### config.mk
export PLATFORM = sky130hd
export DESIGN_NAME = ai_spawn_scheduler
export DESIGN_NICKNAME = d
export VERILOG_FILES = /design/src/rtl/spawn_pkg.sv /design/src/rtl/spawn_lfsr8.sv /design/src/rtl/ai_spawn_scheduler.sv
export SDC_FILE = /design/constraint.sdc
export NUM_CORES = 1
export LEC_CHECK = 0
export ABC_AREA = 1
export BUFFER_PORTS_ARGS = -buffer_cell sky130_fd_sc_hd__buf_2
export CAP_MARGIN = 10
export CORE_UTILIZATION = 44
export CTS_CLUSTER_SIZE = 8
export DETAILED_ROUTE_END_ITERATION = 8
export GPL_TIMING_DRIVEN = 0
export PLACE_DENSITY = 0.72
export REMOVE_ABC_BUFFERS = 1
export SLEW_MARGIN = 20
export SYNTH_ARGS = -nofsm -noshare
export SYNTH_HDL_FRONTEND = slang
export SYNTH_SLANG_ARGS = --single-unit
### constraint.sdc
create_clock -name Clk -period 6 [get_ports Clk]
set_input_delay 0.6 -clock Clk [delete_from_list [all_inputs] [get_ports Clk]]
set_output_delay 0.6 -clock Clk [all_outputs]
set_load 0.05 [all_outputs]
### src/rtl/spawn_pkg.sv
// spawn_pkg: shared types and constants for the enemy-AI spawn scheduler.
package spawn_pkg;

    typedef enum logic [1:0] {
        U_NOT = 2'd0,
        U_AND = 2'd1,
        U_OR  = 2'd2
    } unit_t;

    typedef enum logic [1:0] {
        IDLE     = 2'd0,
        CHOOSE   = 2'd1,
        REQUEST  = 2'd2,
        COOLDOWN = 2'd3
    } state_t;

    localparam logic [4:0] COST_NOT  = 5'd2;
    localparam logic [4:0] COST_AND  = 5'd3;
    localparam logic [4:0] COST_OR   = 5'd4;
    localparam logic [9:0] TOP_MAX_Y = 10'd239;

    // Elixir price of a unit type, in the 5-bit internal elixir arithmetic.
    function automatic logic [4:0] unit_cost(input unit_t u);
        case (u)
            U_NOT:   return COST_NOT;
            U_AND:   return COST_AND;
            default: return COST_OR;
        endcase
    endfunction

endpackage

### src/rtl/spawn_lfsr8.sv
// spawn_lfsr8: 8-bit Fibonacci LFSR, x^8+x^6+x^5+x^4+1, seeded 8'hA5 at reset.
// Used to break lane ties when SPAWN_RANDOM_LANE_EN is defined.
module spawn_lfsr8 (
    input  logic       en,
    input  logic       Clk,
    input  logic       reset_n,
    output logic [7:0] q
);

    // Step the sequence once per enable; the seed reloads on reset.
    always_ff @(posedge Clk or negedge reset_n) begin
        if (!reset_n) begin
            q <= 8'hA5;
        end else if (en) begin
            q <= {q[6:0], q[7] ^ q[5] ^ q[4] ^ q[3]};
        end
    end

endmodule

### src/rtl/ai_spawn_scheduler.sv
// ai_spawn_scheduler: enemy-AI decision stage ahead of the AND/OR/NOT spawn blocks.
// Tracks an elixir budget, counts player threats per lane, picks a unit and lane,
// and holds one spawn request until that block acknowledges it.
// Build option: define SPAWN_RANDOM_LANE_EN to break lane ties with spawn_lfsr8 bit 0
// instead of the alternating lane_alt flag.
module ai_spawn_scheduler
    import spawn_pkg::*;
#(
    parameter int ELIXIR_MAX      = 10,
    parameter int ELIXIR_FRAMES   = 45,
    parameter int COOLDOWN_FRAMES = 60,
    parameter int REQ_TIMEOUT     = 8,
    parameter int THREAT_X        = 300
) (
    input  logic       Clk,
    input  logic       reset_n,
    input  logic       vsync,
    input  logic [9:0] pX [4],
    input  logic [9:0] pY [4],
    input  logic       and_dep,
    input  logic       or_dep,
    input  logic       not_dep,
    output logic       and_left,
    output logic       and_right,
    output logic       or_left,
    output logic       or_right,
    output logic       not_left,
    output logic       not_right,
    output logic [3:0] elixir,
    output logic [1:0] state_o
);

    localparam int ECW = $clog2(ELIXIR_FRAMES);
    localparam int FCW = $clog2((COOLDOWN_FRAMES > REQ_TIMEOUT) ? COOLDOWN_FRAMES : REQ_TIMEOUT);

    state_t         state;
    state_t         state_nxt;
    logic           vsync_q1;
    logic           vsync_q2;
    logic           ftick;
    logic           and_dep_q;
    logic           or_dep_q;
    logic           not_dep_q;
    logic [ECW-1:0] ecnt;
    logic [FCW-1:0] fcnt;
    unit_t          sel_q;
    logic           lane_q;
    logic [2:0]     top_cnt;
    logic [2:0]     bot_cnt;
    logic [2:0]     total_cnt;
    logic [4:0]     elix5;
    logic           ok_or;
    logic           ok_and;
    logic           ok_not;
    logic           found;
    unit_t          pick;
    logic           tie_bit;
    logic           lane_pick;
    logic           sel_dep;
    logic           sel_dep_q;
    logic           ack;
    logic           elix_inc;
    logic [4:0]     elix_sum;

    // Synchronise vsync and keep last-cycle deploy status for edge detection.
    always_ff @(posedge Clk or negedge reset_n) begin
        if (!reset_n) begin
            vsync_q1  <= 1'b0;
            vsync_q2  <= 1'b0;
            and_dep_q <= 1'b0;
            or_dep_q  <= 1'b0;
            not_dep_q <= 1'b0;
        end else begin
            // NOTE: non-blocking so every flop here samples pre-edge values; blocking would collapse the synchroniser.
            vsync_q1  <= vsync;
            vsync_q2  <= vsync_q1;
            and_dep_q <= and_dep;
            or_dep_q  <= or_dep;
            not_dep_q <= not_dep;
        end
    end

    assign ftick = vsync_q1 & ~vsync_q2;

    // Count on-field player units close enough to threaten, split by lane.
    always_comb begin
        // NOTE: defaults first so no path leaves a variable unassigned and infers a latch.
        top_cnt = 3'd0;
        bot_cnt = 3'd0;
        for (int i = 0; i < 4; i++) begin
            if ((pX[i] != 10'd0) && (pX[i] <= 10'(THREAT_X))) begin
                if (pY[i] <= TOP_MAX_Y) top_cnt = top_cnt + 3'd1;
                else                    bot_cnt = bot_cnt + 3'd1;
            end
        end
        total_cnt = top_cnt + bot_cnt;
    end

    // Preferred unit by threat level, falling back to cheaper idle affordable units.
    always_comb begin
        elix5  = {1'b0, elixir};
        ok_or  = (total_cnt >= 3'd2) && !or_dep  && (elix5 >= unit_cost(U_OR));
        ok_and = (total_cnt >= 3'd1) && !and_dep && (elix5 >= unit_cost(U_AND));
        ok_not = !not_dep && (elix5 >= unit_cost(U_NOT));
        found  = ok_or | ok_and | ok_not;
        if (ok_or)       pick = U_OR;
        else if (ok_and) pick = U_AND;
        else             pick = U_NOT;
        lane_pick = (bot_cnt > top_cnt) || ((bot_cnt == top_cnt) && tie_bit);
    end

`ifdef SPAWN_RANDOM_LANE_EN
    logic [7:0] lfsr_q;

    spawn_lfsr8 u_lfsr (
        .en      (ftick),
        .Clk     (Clk),
        .reset_n (reset_n),
        .q       (lfsr_q)
    );

    assign tie_bit = lfsr_q[0];
`else
    logic lane_alt;

    // Alternate the tie-break lane after every successful deploy.
    always_ff @(posedge Clk or negedge reset_n) begin
        if (!reset_n)  lane_alt <= 1'b0;
        else if (ack)  lane_alt <= ~lane_alt;
    end

    assign tie_bit = lane_alt;
`endif

    // Ack is a rising edge on the selected block's deploy status while requesting.
    always_comb begin
        case (sel_q)
            U_AND:   begin sel_dep = and_dep; sel_dep_q = and_dep_q; end
            U_OR:    begin sel_dep = or_dep;  sel_dep_q = or_dep_q;  end
            default: begin sel_dep = not_dep; sel_dep_q = not_dep_q; end
        endcase
        ack = (state == REQUEST) && sel_dep && !sel_dep_q;
    end

    // State register.
    always_ff @(posedge Clk or negedge reset_n) begin
        if (!reset_n) state <= IDLE;
        else          state <= state_nxt;
    end

    // Next-state logic; everything advances on frame ticks except the ack.
    always_comb begin
        state_nxt = state;
        case (state)
            IDLE:     if (ftick) state_nxt = CHOOSE;
            CHOOSE:   if (ftick) state_nxt = found ? REQUEST : IDLE;
            REQUEST: begin
                if (ack)
                    state_nxt = COOLDOWN;
                else if (ftick && (fcnt == FCW'(REQ_TIMEOUT - 1)))
                    state_nxt = IDLE;
            end
            COOLDOWN: if (ftick && (fcnt == FCW'(COOLDOWN_FRAMES - 1))) state_nxt = IDLE;
            default:  state_nxt = IDLE;
        endcase
    end

    // Request outputs: exactly one asserted, and only while in REQUEST.
    always_comb begin
        {and_left, and_right, or_left, or_right, not_left, not_right} = 6'b0;
        if (state == REQUEST) begin
            case (sel_q)
                U_AND:   if (lane_q) and_left = 1'b1; else and_right = 1'b1;
                U_OR:    if (lane_q) or_left  = 1'b1; else or_right  = 1'b1;
                default: if (lane_q) not_left = 1'b1; else not_right = 1'b1;
            endcase
        end
    end

    assign state_o = state;

    // Latch the chosen unit/lane and run the per-state frame counter.
    always_ff @(posedge Clk or negedge reset_n) begin
        if (!reset_n) begin
            sel_q  <= U_NOT;
            lane_q <= 1'b0;
            fcnt   <= '0;
        end else begin
            if ((state == CHOOSE) && ftick && found) begin
                sel_q  <= pick;
                lane_q <= lane_pick;
            end
            if (state_nxt != state)
                fcnt <= '0;
            else if (ftick && ((state == REQUEST) || (state == COOLDOWN)))
                fcnt <= fcnt + 1'b1;
        end
    end

    // Elixir: charge on ack and regenerate on frame count in one saturating sum.
    // CHOOSE only commits when elixir >= cost and elixir never drops while
    // requesting, so the subtraction cannot underflow.
    assign elix_inc = ftick && (ecnt == ECW'(ELIXIR_FRAMES - 1));
    assign elix_sum = {1'b0, elixir} - (ack ? unit_cost(sel_q) : 5'd0) + {4'd0, elix_inc};

    // Elixir register and regeneration frame counter.
    always_ff @(posedge Clk or negedge reset_n) begin
        if (!reset_n) begin
            ecnt   <= '0;
            elixir <= 4'd5;
        end else begin
            if (ftick) ecnt <= elix_inc ? '0 : ecnt + 1'b1;
            elixir <= (elix_sum > 5'(ELIXIR_MAX)) ? 4'(ELIXIR_MAX) : elix_sum[3:0];
        end
    end

endmodule

# After elaboration in Yosys (flattened, before gate mapping)
# Cells that the tools add are included.
# Widths: inputs -> output; s select.
dict set report word_totals {
  in_bits 86
  wordCells 132
  ff_bits 27
}
dict set report classes {
  bitwise 5
  eq_ne 10
  n_lt_le_gt_ge 15
  n_reduce_logical 32
  addsub 11
  muxes 47
}
# op count
set ops {}
lappend ops {{$mux 3} 15}
lappend ops {{$le 10x8->1 const B} 4}
lappend ops {{$le 10x9->1 const B} 4}
lappend ops {{$reduce_bool 10->1} 4}
lappend ops {{$add 3x1->3 const B} 6}
lappend ops {{$logic_and 1x1->1} 18}
lappend ops {{$mux 6} 3}
lappend ops {{$mux 1} 17}
lappend ops {{$mux 2} 7}
lappend ops {{$add 6x1->6 const B} 2}
lappend ops {{$eq 6x6->1 const B} 2}
lappend ops {{$ge 4x2->1 const B} 2}
lappend ops {{$pmux 2 s4} 1}
lappend ops {{$eq 2x2->1 const B} 3}
lappend ops {{$eq 6x3->1 const B} 1}
lappend ops {{$pmux 3 s2} 1}
lappend ops {{$add 5x1->5} 1}
lappend ops {{$gt 5x4->1 const B} 1}
lappend ops {{$sub 4x3->5} 1}
lappend ops {{$eq 2x1->1 const B} 2}
lappend ops {{$ge 4x3->1 const B} 1}
lappend ops {{$logic_not 1->1} 4}
lappend ops {{$logic_not 2->1} 2}
lappend ops {{$mux 4} 1}
lappend ops {{other kinds (13)} 17}

# Logic depth before layout (Yosys ltp)
# Gate-level depths: netlist of run 1.
dict set report logic_depth {
  depth_word 23
  ltp_mapped 29
  mapped_depth_nobuf 29
}

# Worst setup path before layout of run 1
# OpenSTA, ideal clock, no wires.
dict set report synth_timing {
  path_kind {input -> register}
  startpoint {in pY[39] (netlist name)}
  endpoint {reg lane_q}
  t_arrival_ps 3680
  t_required_ps 5873
  setup_ps 127
  setup_slack_ps 2193
  cell_stages 24
  path_cell_list {or2_2 > nor2_1 > inv_1 > nand3_1 > inv_1 > ha_1 > nand3b_1 > nand2_2 > inv_1 > ha_1 > nand2_1 > nand2_2 > ha_1 > nand2_1 > nand2_2 > inv_2 > fa_1 > nor2_1 > nand3b_1 > nor2_1 > nor3_1 > o21ai_2 > inv_1 > o21ai_0}
}
dict set report synth_via {
  elab_chain_cells 19
  word_cells_on_any_way 37
  classes_between {7 x add/sub; 4 x order compare; 1 x eq/ne; 16 x mux; 2 x bitwise; 7 x reduce/logical}
}
# item line_no
set synth_lines {}
lappend synth_lines {{start, declared} ai_spawn_scheduler.sv:19} ;# input logic [9:0] pY [4],
lappend synth_lines {{$le 10x8->1 (*)} ai_spawn_scheduler.sv:92} ;# if (pY[i] <= TOP_MAX_Y) top_cnt = top_cnt + 3'd1;
lappend synth_lines {{$mux 1} ai_spawn_scheduler.sv:92}
lappend synth_lines {{$mux 3} ai_spawn_scheduler.sv:91} ;# if ((pX[i] != 10'd0) && (pX[i] <= 10'(THREAT_X))) begin
lappend synth_lines {{$add 3x1->3, on equally long branches} {ai_spawn_scheduler.sv:92, ai_spawn_scheduler.sv:93}}
lappend synth_lines {{$mux 3} ai_spawn_scheduler.sv:92}
lappend synth_lines {{$mux 3} ai_spawn_scheduler.sv:91}
lappend synth_lines {{$add 3x1->3, on equally long branches} {ai_spawn_scheduler.sv:92, ai_spawn_scheduler.sv:93}}
lappend synth_lines {{$mux 3} ai_spawn_scheduler.sv:92}
lappend synth_lines {{$mux 3} ai_spawn_scheduler.sv:91}
lappend synth_lines {{$add 3x1->3, on equally long branches} {ai_spawn_scheduler.sv:92, ai_spawn_scheduler.sv:93}}
lappend synth_lines {{$mux 3} ai_spawn_scheduler.sv:92}
lappend synth_lines {{$mux 3} ai_spawn_scheduler.sv:91}
lappend synth_lines {{$add 3x3->3} ai_spawn_scheduler.sv:96} ;# total_cnt = top_cnt + bot_cnt;
lappend synth_lines {{$ge 3x2->1 / $ge 3x1->1 (equally long branches)} {ai_spawn_scheduler.sv:102, ai_spawn_scheduler.sv:103}}
lappend synth_lines {{$logic_and 1x1->1, on equally long branches (2 in series)} {ai_spawn_scheduler.sv:102, ai_spawn_scheduler.sv:103}}
lappend synth_lines {{$or 1x1->1 (2 in series)} ai_spawn_scheduler.sv:105} ;# found = ok_or | ok_and | ok_not;
lappend synth_lines {{$logic_and 1x1->1} ai_spawn_scheduler.sv:189} ;# if ((state == CHOOSE) && ftick && found) begin
lappend synth_lines {{end signal, assigned} ai_spawn_scheduler.sv:191} ;# lane_q <= lane_pick;
lappend synth_lines {{end, declared} ai_spawn_scheduler.sv:47} ;# logic lane_q;
# Every way passes the cells marked *; elsewhere a longest branch is shown, timed or not.
# A chain may end at the register's enable or synchronous reset.

# Worst setup path in the final report of run 1
# Same ends and word-level chain as after synthesis.

==> results of run 1 <==
## state kept, by name (all words and copies together) (netlist names)
register	count
state_o	2
not_dep_q	1
vsync_q1	1
and_dep_q	1
lane_q	1
or_dep_q	1
fcnt	6
vsync_q2	1
lane_alt	1
elixir	4
ecnt	6
sel_q	2
## cells in the mapped netlist (2+ instances only)
cell / instances / area, sq um
o21ai_0: 13 / 65.1
inv_2: 7 / 26.3
nor2_1: 45 / 169
nor2_4: 3 / 33.8
nand3_1: 25 / 125
xnor2_1: 5 / 43.8
nand3_2: 5 / 50.1
nand4_1: 18 / 113
dfstp_2: 2 / 52.6
inv_1: 77 / 289
a21oi_1: 13 / 65.1
nand3b_1: 5 / 37.5
nor2_2: 2 / 12.5
xor2_1: 5 / 43.8
nor3_2: 2 / 20.0
nand2_2: 16 / 100
ha_1: 24 / 300
a21oi_2: 2 / 17.5
o21ai_1: 2 / 10.0
nor4_1: 2 / 12.5
nor3_1: 11 / 55.1
fa_1: 2 / 40.0
dfrtp_1: 25 / 626
nand2_1: 83 / 312
## worst paths after layout
path                          start   endpoint  slack [ps]  cells after the start
setup reg to reg           sel_q[1]  elixir[1]        3110                     18
setup / recovery             pY[39]     lane_q        2120                     24
min in group Clk           vsync_q1   vsync_q2         420                      0
max in group asynchronous   reset_n  elixir[1]        5290                      1
hold / removal              reset_n    ecnt[4]         310                      1
hold reg to reg            vsync_q1   vsync_q2         420                      0
## cells by family after synthesis
kind of cell	Yosys count
buf+inv	84
fa+ha+maj	26
xor+xnor	10
simple gates	223
flops	27
compound gates	33
## critical path, cell delays in order
cell      delay, ps
buf_2            90
or2_2           280
nor2_1          150
inv_1            50
nand3_1         110
inv_1            50
ha_1            250
nand3b_1        210
nand2_2         130
inv_1            50
ha_1            260
nand2_1          80
nand2_2          50
ha_1            270
nand2_1          60
nand2_2         100
inv_2            40
fa_1            490
nand3b_1         90
nand2_1         110
o21ai_1          90
o21ai_2         200
inv_1            90
o21ai_0         180
## power by group
group          total (uW)  switching [uW]  internal [uW]
Combinational         587             387            199
Clock                 111            63.3           47.3
Sequential            280            44.3            235
Total                 977             495            482
## metal layers
layer | wire length, um | part of all wire, % | track usage (%)
met3 | 144 | 2.6 | 1.59
met4 | 48 | 0.86 | 4.11
met2 | 2910 | 52 | 37.8
met5 | 0 | 0 | 0
met1 | 2500 | 45 | 21.7
## cell type report
class,count,area [sq um]
fill,595,2680
multi-input combinational,292,1700
sequential,27,678
timing repair buffer,81,405
inverter,84,315
tap,75,93.8
clock buffer,3,41.3
clock inverter,1,7.51
## through the flow
stage	area [sq um]	power [uW]	hold slack, ps	setup WS, ps
2_1_floorplan	2690	733	304	2190
3_3_place_gp	3190	853	385	1890
3_5_place_dp	3190	870	394	1800
4_1_cts	3240	982	335	2090
5_1_grt	3240	1080	360	1720
6_report	3240	977	311	2120
==> flow_metrics.tcl, run 1 <==
set metrics [dict create \
    final_cell_mix "nand2_1 (83), buf_2 (81), inv_1 (77)" \
    fin_skew_ps 10.6 \
    drc 0 \
    crit_arrival_ps 4090 \
    yosys.area_share.simple_pct 40.4 \
    h-tree-depth 1 \
    nets 601 \
    die_x_um 80.2 \
    yosysSeqAreaShare_pct 25.2 \
    ios 98 \
    synth_compound_area_share_pct 6.79 \
    hold_violations 0 \
    postSynthCellCount 403 \
    max_slew.worst_pin.slew_ps 606 \
    synth_xor_area_share_pct 3.26 \
    clockBufferDepth 2 \
    cts_root_buf "clkbuf_8" \
    cts_hold_buf 0 \
    synth-adder-area-share_pct 12.7 \
    portBuffers 81 \
    grt_pass1_vias 2627 \
    ys_ff_latch 27 \
    grt_start_max_net_pins 28 \
    area_growth_pct 20.4 \
    fmax_mhz 257 \
    cts_tree "yes" \
    setup_viol 0 \
    ys_warn_count 0 \
    worst_setup_path_start_kind "primary input" \
    synthArstFlopShare_pct 100 \
    gp_congestion 0.765 \
    synth_edf_count 0 \
    antenna_left 0 \
    synth_ff_type "dfrtp_1" \
    crit_required_ps 6200 \
    tns_ps 0 \
    p_leak_uw 0.00184 \
    path_class "in -> reg" \
    layout.cells.most_common "nand2_1" \
    die_h_um 80.2 \
    antenna_found_initial 0 \
    cts.sink_count 27 \
    drv_cap 0 \
    utilization_pct 54.7 \
    synthDistinctLibCells 33 \
    synthMuxAreaShare_pct 0 \
    die_area_sq_mm 0.00643 \
    post_cts_buffers 0 \
    vdd_drop_max_v 0.000183 \
    final_layout_size_suffix_gt1_share_pct 26.2 \
    power_density_mw_per_mm2 302 \
    routed_wl_mm 5.61 \
    finalCriticalPeriod_ps 3880 \
    worstHoldPathType "in -> async" \
    slew_headroom_pct 59.6 \
    crit_path_max_fanout 4 \
    dp.cells 559 \
    end_kind "flip-flop" \
    first_iter_violations 100 \
    avgRoutedWirePerCell_um 9.96 \
    coreArea_sq_mm 0.00592 \
    grt_pass1_wl_mm 10.1 \
    hpwl_mm 4.79 \
    vias 2721 \
    slew_violations 0 \
    viasPerCell 4.83 \
    globalRouteTotalUtil_pct 19.0 \
    grt.overflow.total 0 \
    outcome "finished clean" \
    rsz0062_at_grt "false" \
    avgSynthCellArea_sq_um 6.68 \
    post_cts_resize_count 0 \
    period_share_pct 64.7 \
    firstDrtPassIters 4 \
    clkSlewWorstSetupHoldPaths_ps 110 \
    initial_utilization_pct 45.4 \
    diodes 0 \
    fin_cells 563 \
    clk_latency_ps 280 \
    synth.cell_area_sq_mm 0.00269 \
    numCtsBuffers 3 \
    rows 28 \
    synth_top_family_by_area "simple AND/OR/NAND/NOR gates" \
]
Power figures use the tool's default switching activity.
==> run 2: changes to the inputs <==
Settings changed: ABC_AREA 1 to 0, PLACE_DENSITY 0.72 to 0.77.
Clock period 6 ns to 3.4 ns, I/O delays scaled along.
==> flow_metrics.tcl, run 2 <==
set metrics [dict create \
    outcome "finished, violations left" \
    violations "negative setup slack" \
    synth_ff_type "dfrtp_1" \
    p_leak_uw 0.00150 \
    initial_utilization_pct 46.1 \
    viasPerCell 5.26 \
    end_kind "flip-flop" \
    slew_headroom_pct 61.1 \
    gp_congestion 0.774 \
    layout.cells.most_common "buf_2" \
    crit_required_ps 3560 \
    clk_latency_ps 260 \
    critical_path.startpoint "pX[31]" \
    grtUsageMet1_pct 23.5 \
    avgRoutedWirePerCell_um 12.2 \
    grt_pass1_vias 2036 \
    rsz0062_at_grt "true" \
    die_h_um 75.4 \
    postSynthCellCount 260 \
    first_iter_violations 68 \
    hold_violations 0 \
    synth_top_area_share_pct 26.4 \
    cts_tree "yes" \
    diodes 0 \
    antenna_left 0 \
    slew_violations 0 \
    fin_skew_ps 3.22 \
    r2r-end "elixir[2]" \
    ys_warn_count 0 \
    period_share_pct 127 \
    fmax_mhz 231 \
    clockBufferDepth 2 \
    met2_usage_pct 33.2 \
    area_growth_pct 34.2 \
    crit_path_frequent_cell "ha_1" \
    portBuffers 81 \
    synthDistinctLibCells 58 \
    dp_worst_setup_slack_ps -1580 \
    h-tree-depth 1 \
    r2r_cells 17 \
    power_density_mw_per_mm2 464 \
    setup_viol 4 \
    drc 0 \
    globalRouteTotalUtil_pct 18.1 \
    antenna_found_initial 0 \
    synth_most_common_cell "dfrtp_1" \
    nets 469 \
    rows 26 \
    max_slew.worst_pin.slew_ps 584 \
    synthTopCellsByCount "dfrtp_1 (25), ha_1 (24), nor2_1 (21)" \
    yosysSeqAreaShare_pct 28.6 \
    synth.cell_area_sq_mm 0.00237 \
    reg2reg_from "sel_q[0]" \
    synthTopCellsByArea "dfrtp_1 (26%), ha_1 (13%), nor2_1 (3.3%), xor2_1 (3.3%), inv_1 (3.0%)" \
    final_layout_size_suffix_gt1_share_pct 38.5 \
    vias 2240 \
    synth-adder-area-share_pct 14.4 \
    fin_ws_ps -929 \
    grt_pass1_wl_mm 8.16 \
    final_cell_mix "buf_2 (79), dfrtp_1 (25), nor2_1 (20), ha_1 (20), inv_1 (17)" \
    cpPeakStageDelay_ps 530 \
    yosys.area_share.simple_pct 24.5 \
    grt_start_max_net_pins 28 \
    crit_arrival_ps 4490 \
    numCtsBuffers 3 \
    clkSlewWorstSetupHoldPaths_ps 90 \
    ys_ff_latch 27 \
    endpoint "lane_q" \
    vdd_drop_max_v 0.000315 \
    hpwl_mm 3.95 \
    worstHoldPathType "in -> async" \
    synthMuxAreaShare_pct 3.65 \
    drv_cap 0 \
    grt.overflow.total 0 \
    path_cells "buf_6 -> or4_4 -> nor4_4 -> buf_4 -> nor4b_4 -> ha_1 -> mux2i_4 -> inv_1 -> ha_1 -> and3_4 -> or2_1 -> ha_1 -> or3_4 -> o31ai_4 -> fa_2 -> a311oi_2 -> o21ai_2 -> mux2_2" \
    ios 98 \
    worst_setup_path_start_kind "primary input" \
    routed_wl_mm 5.18 \
    cts_root_buf "clkbuf_8" \
    path_class "in -> reg" \
    synth_xor_area_share_pct 8.83 \
    coreArea_sq_mm 0.00514 \
    synthArstFlopShare_pct 100 \
    synth_top_area_cell "dfrtp_1" \
    utilization_pct 61.8 \
    grt_use_met3_pct 1.85 \
    synth_top_family_by_area "simple AND/OR/NAND/NOR gates" \
    nFillCells 475 \
    slowest_stage "or4_4" \
    finalCriticalPeriod_ps 4330 \
    synth_edf_count 0 \
    cts.sink_count 27 \
    firstDrtPassIters 4 \
    avgSynthCellArea_sq_um 9.10 \
    busiest_layer "met2" \
    die_area_sq_mm 0.00568 \
    crit_path_max_fanout 2 \
    die_x_um 75.4 \
    synth_compound_area_share_pct 16.5 \
    reg_top3 "ecnt: 6 flops, fcnt: 6 flops, elixir: 4 flops" \
    reg2reg_slack_ps 180 \
]
run 2: logic make-up (layout without fill, tap and decap cells):
family | after synthesis | count (layout)
XOR/XNOR | 19 | 19
AND/OR/NAND/NOR | 103 | 103
multiplexers | 6 | 6
flip-flops | 27 | 27
adder cells (fa/ha/maj) | 26 | 26
AO/OA/AOI/OAI | 57 | 57
buffers and inverters | 22 | 118
run 2: critical path: cells and delay by family:
kind / cells / cell delay, ps
and+or+nand+nor: 6 / 1430
adders and majority gates: 4 / 1390
AOI/OAI and AO/OA: 3 / 570
muxes: 2 / 430
buffers and inverters: 3 / 320
run 2: layout make-up:
type	instances	area [sq um]	share of cell area, %
well taps	70	87.6	2.76
inverters	19	71.3	2.24
multi-input cells	211	1770	55.8
flip-flops and latches	27	678	21.3
clock buffers	4	45.0	1.42
repair buffers	95	523	16.5
run 2: how the worst min path moves through the flow:
stage,from,to,slack [ps],cells after the start
after detailed placement,reset_n,lane_q,380,1
final,reset_n,or_dep_q,60,1
after global routing,reset_n,lane_q,120,1
after global placement,reset_n,lane_q,380,1
after CTS,reset_n,lane_q,90,1
after floorplan,reset_n,and_dep_q,40,0
run 2: routing by layer:
| metal | share of wire [%] | wire length, um |
|---|---|---|
| met1 | 48 | 2470 |
| met3 | 3.1 | 161 |
| met4 | 0 | 0 |
| met2 | 49 | 2550 |
| met5 | 0 | 0 |
run 2: power breakdown:
group          switching, uW  internal (uW)  leakage [uW]  total, uW
Sequential               105            416      0.000314        521
Clock                   94.0           83.7     0.0000228        178
Combinational            432            344       0.00116        776
run 2: per-stage QoR:
stage / total power (uW) / hold slack [ps] / area (sq um) / std cells / TNS (ps)
2_1_floorplan: 997 / 44.4 / 2360 / 257 / -4190
3_3_place_gp: 1150 / 377 / 2850 / 408 / -6090
3_5_place_dp: 1180 / 378 / 2850 / 408 / -6400
4_1_cts: 1380 / 88.0 / 3020 / 419 / -3440
5_1_grt: 1590 / 118 / 3180 / 426 / -4270
6_report: 1470 / 64.7 / 3180 / 426 / -3550
run 2: repair_timing:
| item | 4_1_cts | 5_1_grt |
|---|---|---|
| gates resized for setup | 14 | 25 |
| pin swaps | 10 | 11 |
| setup endpoints to repair | 8 | 8 |
| hold buffers | 0 | 0 |
| setup buffers | 7 | 7 |
